<file path="config.mk">
export PLATFORM = sky130hd
export DESIGN_NAME = baud_tick_gen_flat
export DESIGN_NICKNAME = d
export VERILOG_FILES = /design/src/rtl/baud_tick_if.sv /design/src/rtl/baud_tick_gen.sv /design/src/flat_wrapper.sv
export SDC_FILE = /design/constraint.sdc
export NUM_CORES = 1
export LEC_CHECK = 0
export ABC_AREA = 1
export BUFFER_PORTS_ARGS = -buffer_cell sky130_fd_sc_hd__buf_2
export CAP_MARGIN = 10
export CORE_MARGIN = 2
export CORE_UTILIZATION = 56
export CTS_CLUSTER_SIZE = 25
export DETAILED_ROUTE_END_ITERATION = 8
export PLACE_DENSITY = 0.83
export SLEW_MARGIN = 20
export SYNTH_ARGS = -nofsm -noshare
export SYNTH_HDL_FRONTEND = slang
export SYNTH_SLANG_ARGS = --single-unit
</file>
<file path="constraint.sdc">
create_clock -name inClock -period 7.1 [get_ports inClock]
set_input_delay 0.355 -clock inClock [delete_from_list [all_inputs] [get_ports inClock]]
set_output_delay 0.355 -clock inClock [all_outputs]
set_load 0.02 [all_outputs]
</file>
<file path="src/rtl/baud_tick_if.sv">
// Control/strobe bundle between baud_tick_gen and the UART TX/RX FSMs.
// outClock is only driven with a live square wave when BAUD_CLKOUT_EN is defined.
interface baud_tick_if #(
    parameter int DIV_W = 16
);
    logic             enable;
    logic             divLoad;
    logic [DIV_W-1:0] divValue;
    logic             resync;
    logic             divPending;
    logic             tick16;
    logic             midBit;
    logic             tickBaud;
    logic             outClock;

    modport master (
        output enable, divLoad, divValue, resync,
        input  divPending, tick16, midBit, tickBaud, outClock
    );

    modport slave (
        input  enable, divLoad, divValue, resync,
        output divPending, tick16, midBit, tickBaud, outClock
    );
endinterface

</file>
<file path="src/rtl/baud_tick_gen.sv">
// UART clock-enable generator: 16x oversample tick, mid-bit strobe and baud tick.
// Optional debug square wave on outClock is built only when BAUD_CLKOUT_EN is defined.
module baud_tick_gen #(
    parameter int DIV_W      = 16,
    parameter int RESET_DIV  = 163,
    parameter int OVERSAMPLE = 16
) (
    input logic        inClock,
    input logic        reset,
    baud_tick_if.slave bus
);
    localparam int              OS_W    = $clog2(OVERSAMPLE);
    localparam logic [OS_W-1:0] OS_LAST = OS_W'(OVERSAMPLE - 1);
    localparam logic [OS_W-1:0] OS_MID  = OS_W'(OVERSAMPLE / 2 - 1);

    logic [DIV_W-1:0] preCnt;
    logic [DIV_W-1:0] activeDiv;
    logic [DIV_W-1:0] shadowDiv;
    logic [DIV_W-1:0] lastCnt;
    logic [OS_W-1:0]  osCnt;
    logic             preWrap;
    logic             divPending;
    logic             tick16;
    logic             midBit;
    logic             tickBaud;

    // Divisor 0 behaves as 1. The >= compare keeps a divisor shrunk while
    // disabled from letting preCnt run past the new terminal count.
    assign lastCnt = (activeDiv == '0) ? '0 : activeDiv - 1'b1;
    assign preWrap = (preCnt >= lastCnt);

    always_ff @(posedge inClock) begin
        if (reset) begin
            preCnt     <= '0;
            osCnt      <= '0;
            activeDiv  <= DIV_W'(RESET_DIV);
            shadowDiv  <= DIV_W'(RESET_DIV);
            divPending <= 1'b0;
            tick16     <= 1'b0;
            midBit     <= 1'b0;
            tickBaud   <= 1'b0;
        end else begin
            tick16   <= 1'b0;
            midBit   <= 1'b0;
            tickBaud <= 1'b0;
            if (bus.resync) begin
                preCnt     <= '0;
                osCnt      <= '0;
                activeDiv  <= shadowDiv;
                divPending <= 1'b0;
            end else if (!bus.enable) begin
                activeDiv  <= shadowDiv;
                divPending <= 1'b0;
            end else if (preWrap) begin
                preCnt     <= '0;
                osCnt      <= (osCnt == OS_LAST) ? '0 : osCnt + 1'b1;
                tick16     <= 1'b1;
                midBit     <= (osCnt == OS_MID);
                tickBaud   <= (osCnt == OS_LAST);
                activeDiv  <= shadowDiv;
                divPending <= 1'b0;
            end else begin
                preCnt <= preCnt + 1'b1;
            end
            // A capture on an applying edge keeps the new value pending.
            if (bus.divLoad) begin
                shadowDiv  <= bus.divValue;
                divPending <= 1'b1;
            end
        end
    end

    assign bus.divPending = divPending;
    assign bus.tick16     = tick16;
    assign bus.midBit     = midBit;
    assign bus.tickBaud   = tickBaud;

`ifdef BAUD_CLKOUT_EN
    logic outClk;

    always_ff @(posedge inClock) begin
        if (reset) begin
            outClk <= 1'b0;
        end else if (bus.resync) begin
            outClk <= 1'b0;
        end else if (bus.enable && preWrap && (osCnt == OS_LAST)) begin
            outClk <= ~outClk;
        end
    end

    assign bus.outClock = outClk;
`else
    assign bus.outClock = 1'b0;
`endif
endmodule

</file>
<file path="src/flat_wrapper.sv">
// flat-port wrapper written by rule: the top's interface ports become plain ports
module baud_tick_gen_flat 
#(
    parameter int DIV_W      = 16,
    parameter int RESET_DIV  = 163,
    parameter int OVERSAMPLE = 16
)
  (inClock, reset, bus_enable, bus_divLoad, bus_divValue, bus_resync, bus_divPending, bus_tick16, bus_midBit, bus_tickBaud, bus_outClock);
  baud_tick_if #(.DIV_W(DIV_W)) bus_i ();
  input logic inClock;
  input logic reset;
  input wire logic [$bits(bus_i.enable)-1:0] bus_enable;
  input wire logic [$bits(bus_i.divLoad)-1:0] bus_divLoad;
  input wire logic [$bits(bus_i.divValue)-1:0] bus_divValue;
  input wire logic [$bits(bus_i.resync)-1:0] bus_resync;
  output wire logic [$bits(bus_i.divPending)-1:0] bus_divPending;
  output wire logic [$bits(bus_i.tick16)-1:0] bus_tick16;
  output wire logic [$bits(bus_i.midBit)-1:0] bus_midBit;
  output wire logic [$bits(bus_i.tickBaud)-1:0] bus_tickBaud;
  output wire logic [$bits(bus_i.outClock)-1:0] bus_outClock;
  assign bus_i.enable = bus_enable;
  assign bus_i.divLoad = bus_divLoad;
  assign bus_i.divValue = bus_divValue;
  assign bus_i.resync = bus_resync;
  assign bus_divPending = bus_i.divPending;
  assign bus_tick16 = bus_i.tick16;
  assign bus_midBit = bus_i.midBit;
  assign bus_tickBaud = bus_i.tickBaud;
  assign bus_outClock = bus_i.outClock;
  baud_tick_gen #(.DIV_W(DIV_W), .RESET_DIV(RESET_DIV), .OVERSAMPLE(OVERSAMPLE)) u_core (.inClock(inClock), .reset(reset), .bus(bus_i));
endmodule
</file>
# After elaboration in Yosys (flattened, before gate mapping)
# Cells that the tools add are included.
[word_totals]
ff_bits = 56
output_inout_bits = 5
wordCells = 34
[classes]
add_sub_neg = 3
magnitude_cmp = 1
n_eq_ne = 4
n_mux = 11
bitwise = 2
n_reduce_logical = 5
[ops]
columns = ["op", "count"]
rows = [
  ["2-to-1 mux 16 bit", 5],
  ["adder 16 x 1 -> 16 bit, second input constant", 1],
  ["greater-or-equal comparator 16 bit", 1],
  ["zero test 16 bit", 1],
  ["subtractor 16 x 1 -> 16 bit, second input constant", 1],
  ["2-to-1 mux 1 bit", 5],
  ["adder 4 x 1 -> 4 bit, second input constant", 1],
  ["== test 4 x 3 -> 1 bit, second input constant", 1],
  ["== test 4 bit, second input constant", 1],
  ["2-to-1 mux 4 bit", 1],
  ["!= test 4 x 1 -> 1 bit, second input constant", 1],
  ["OR reduction 4 bit", 1],
  ["!= test 3 x 1 -> 1 bit, second input constant", 1],
  ["OR reduction 3 bit", 1],
  ["NOT 1 bit", 2],
  ["AND reduction 2 bit", 1],
  ["OR reduction 2 bit", 1],
]

# Longest topological paths before layout
[logic_depth]
ltp_word = 7
ltp_mapped = 21

# Worst setup path before layout
# No wires, ideal clock.
[synth_path]
path_type = "reg2reg"
startpoint = "register u_core.activeDiv[0]"
endpoint = "register u_core.preCnt[7]"
arrival_ns = 2.450
t_required_ns = 7.036
setup_slack_ns = 4.586
path_stages_with_launch = 22
n_path_buf = 1
period_less_slack_ns = 2.514
cell_sequence = "dfxtp_1 > inv_1 > ha_1 > inv_1 > nor4_1 > nand3_2 > inv_2 > a21oi_1 > o21ai_0 > ha_1 > nand2_1 > inv_1 > nand2_1 > nand2_1 > nor2_1 > nand2_1 > nand2_2 > nand2_2 > nand2_4 > nand2_2 > buf_6 > nor2_1"
[synth_between]
elab_chain_len = 4
[synth_lines]
columns = ["element", "line_no", "source"]
rows = [
  ["start, declared", "baud_tick_gen.sv:17", "logic [DIV_W-1:0] activeDiv;"],
  ["start signal, assigned", "baud_tick_gen.sv:36", "activeDiv <= DIV_W'(RESET_DIV);"],
  ["start signal, assigned", "baud_tick_gen.sv:49", "activeDiv <= shadowDiv;"],
  ["start signal, assigned", "baud_tick_gen.sv:52", "activeDiv <= shadowDiv;"],
  ["subtractor 16 x 1 -> 16 bit or zero test 16 bit (tied branches)", "baud_tick_gen.sv:29", "assign lastCnt = (activeDiv == '0) ? '0 : activeDiv - 1'b1;"],
  ["2-to-1 mux 16 bit (*)", "baud_tick_gen.sv:29", ""],
  ["greater-or-equal comparator 16 bit (*)", "baud_tick_gen.sv:30", "assign preWrap = (preCnt >= lastCnt);"],
  ["2-to-1 mux 16 bit (*)", "baud_tick_gen.sv:54", "end else if (preWrap) begin"],
  ["end signal, assigned", "baud_tick_gen.sv:63", "preCnt <= preCnt + 1'b1;"],
  ["end, declared", "baud_tick_gen.sv:16", "logic [DIV_W-1:0] preCnt;"],
]
# Every way passes the cells marked *; elsewhere a longest branch is shown, timed or not.
# A chain may end at the register's enable or synchronous reset.

# Final worst setup path
[layout_path]
startpoint = "register u_core.activeDiv[0]"
endpoint = "register u_core.preCnt[13]"
# The elaborated chain is that of the path after synthesis.

==> flow_summary.toml <==
[outcome]
status = "finished clean"

[clocking]
cts_resized = 0
post_cts_buffers = 0
cts_buffers = 5
clk_pin_slew_ns = 0.11
clk_latency_ns = 0.31
cts_tree = "done"
cts_root_buf = "clkbuf_8"
clkSinkCount = 56
cts_buffer_depth = 2
htree_levels = 2
hold_buffers = 0

[power]
peakVddDrop_v = 0.000133
switching_power_uw = 164
power_density_nw_per_um2 = 177
p_comb_frac = 0.124
pwr-share-clk = 0.304
power.share.switching = 0.279
p_leak_uw = 0.00161
p_seq_frac = 0.572
total_power_uw = 589
internal_power_uw = 425

[sta]
worst_pin_slew_ns = 0.808
finalClockSkew_ns = 0.0105
fmaxAchievable_ghz = 0.329
maxSlewViolCount = 0
fin_crit_sh = 0.428
rsz0062_at_grt = "false"
min_period_ns = 3.04
finalSetupViolations = 0
relSlewSlack = 0.461
setup_tns_ns = 0
hold_viol_final = 0

[worst_setup_path]
cp_top_family = "simple AND/OR/NAND/NOR gates"
worstPathRequired_ns = 7.35
path_max_fanout = 14
path_class = "flip-flop to flip-flop"
cp-start-kind = "flip-flop"
cp-end-kind = "flip-flop"
crit_path_frequent_cell = "nand2_2"
crit_path_top_delay_cell = "dfxtp_1"
slowest_delay_ns = 0.34
crit_chain = "inv_1 > ha_1 > inv_1 > nor4_1 > nand3_2 > inv_2 > a21oi_1 > o21ai_0 > ha_1 > a21oi_1 > nand2_1 > nor2_1 > nand2_1 > nand2_2 > nand2_2 > nand2_4 > nand2_2 > nor2_1"
cp_data_arrival_time_ns = 3.28
path_buf_inv = 3

[route]
dr.pass1.iters = 4
vias_per_cell = 5.03
drc_errors = 0
wire_per_inst_um = 10.9
drt_iter0_markers = 147
antenna_left = 0
vias = 2645
drt-total-wl_um = 5730

[yosys]
syn_area_um2 = 3100
synth_warnings = 0
synth-edff-count = 0
ys_seq_area_frac = 0.362
ys_types = 34
netlist_instances = 433
avgSynthCellArea_um2 = 7.16
synthArstFlopShare = 0
synth_ff_type = "dfxtp_1"
ys_ff_latch = 56
syn_nets = 474

[die]
io_pins = 26
start_util = 0.570
die_y_um = 78.4
die-area_um2 = 6150
rows = 27
die_w_um = 78.4
core_area_um2 = 5440

[final_layout]
diodes = 0
final_cell_mix = "nand2_1 (93), nor2_1 (64), dfxtp_1 (56)"
final_common_cell = "nand2_1"
layout-drive-gt1-share = 0.119
layout.nets = 494
syn2layout_area_growth_pct = 7.67

[hold_path]
holdCritPathClass = "primary input to flip-flop"

[grt]
grtUsageTotal = 0.196
grt_pass1_wl_um = 9820
grt_pass1_vias = 2321
antenna_found_initial = 0
overflow = 0
grt_max_degree = 33

[run]
max_cap_viol_count = 0

[placement]
place_hpwl_um = 4420
gp_congestion = 0.910
port_buffers = 24
synth_stat cells (2+ instances only):
| cell | number | area share |
|---|---|---|
| nor4_1 | 4 | 0.0081 |
| nand4_1 | 8 | 0.016 |
| nor3_2 | 3 | 0.0097 |
| o21ai_1 | 2 | 0.0032 |
| inv_1 | 52 | 0.063 |
| nand3_4 | 3 | 0.017 |
| nand3_1 | 32 | 0.052 |
| buf_6 | 2 | 0.0073 |
| dfxtp_1 | 56 | 0.36 |
| nor2_1 | 64 | 0.078 |
| xor2_1 | 11 | 0.031 |
| nor3_1 | 2 | 0.0032 |
| nand2_1 | 93 | 0.11 |
| o21ai_0 | 19 | 0.031 |
| buf_2 | 2 | 0.0032 |
| nand2_2 | 4 | 0.0081 |
| nor2_4 | 2 | 0.0073 |
| a21oi_1 | 27 | 0.044 |
| nor2_2 | 4 | 0.0081 |
| xnor2_1 | 5 | 0.014 |
| ha_1 | 20 | 0.081 |
| clkbuf_1 | 6 | 0.0073 |
path summary, 6_finish.rpt:
check / start / end / slack (ns) / cells after the start
hold reg to reg: u_core.shadowDiv[14] / u_core.shadowDiv[14] / 0.46 / 2
setup / recovery: u_core.activeDiv[0] / u_core.preCnt[13] / 4.06 / 18
setup reg to reg: u_core.activeDiv[0] / u_core.preCnt[13] / 4.06 / 18
hold / removal: reset / u_core.bus.divPending / 0.21 / 2
kinds of logic (layout without fill, tap and decap cells):
kind of cell	after synthesis	after routing	synth area share
buffers and inverters	64	85	0.0844
other	1	1	0.00121
DFF	56	56	0.362
and+or+nand+nor	224	224	0.337
AOI/OAI and AO/OA	52	52	0.0900
adders and majority gates	20	20	0.0807
xor gates and xnor gates	16	16	0.0452
sequential cells by signal, indices dropped and copies added, names as in the netlist:
register	flops
u_core.bus.divPending	1
u_core.activeDiv	16
u_core.shadowDiv	16
u_core.bus.tickBaud	1
u_core.preCnt	16
u_core.bus.tick16	1
u_core.osCnt	4
u_core.bus.midBit	1
worst reg2reg max path: cells and delay by family (launching register included):
kind,cells,cell delay (ns)
buffers and inverters,3,0.35
adders and majority gates,2,0.45
and+or+nand+nor,10,1.50
AOI/OAI and AO/OA,3,0.34
DFF,1,0.34
power groups by stage:
stage / combinational (uW) / clock [uW] / sequential (uW)
2_1_floorplan: 57.9 / 0 / 342
3_3_place_gp: 70.6 / 0 / 344
3_5_place_dp: 73.0 / 0 / 344
4_1_cts: 73.4 / 183 / 337
5_1_grt: 84.8 / 197 / 339
6_report: 72.9 / 179 / 337
per-layer routing:
layer | GRT usage | vias up | part of all wire | routed length, um
met2 | 0.322 | 62 | 0.45 | 2570
met4 | 0.0596 | 0 | 0.014 | 78
met5 | 0 | - | 0 | 0
met1 | 0.257 | 1147 | 0.49 | 2790
met3 | 0.0414 | 9 | 0.049 | 279
li1 | - | 1427 | - | -
stage by stage:
step	std cells	utilization	area [um2]	hold WS, ns	setup WS (ns)
final	526	0.614	3340	0.213	4.06
after global routing	526	0.614	3340	0.216	3.74
after CTS	526	0.614	3340	0.212	4.03
after detailed placement	518	0.597	3250	0.443	4.05
after global placement	518	0.597	3250	0.441	4.20
after floorplan	433	-	3100	0.424	4.59
layout make-up:
class                           instances  area [um2]
Timing Repair Buffer                   24         120
Tap cell                               72        90.1
Inverter                               53         199
Fill cell                             494        2100
Multi-Input combinational cell        313        1720
Sequential cell                        56        1120
Clock inverter                          3        21.3
Clock buffer                            5        68.8
Note: power is estimated with default switching activity, not from simulation.
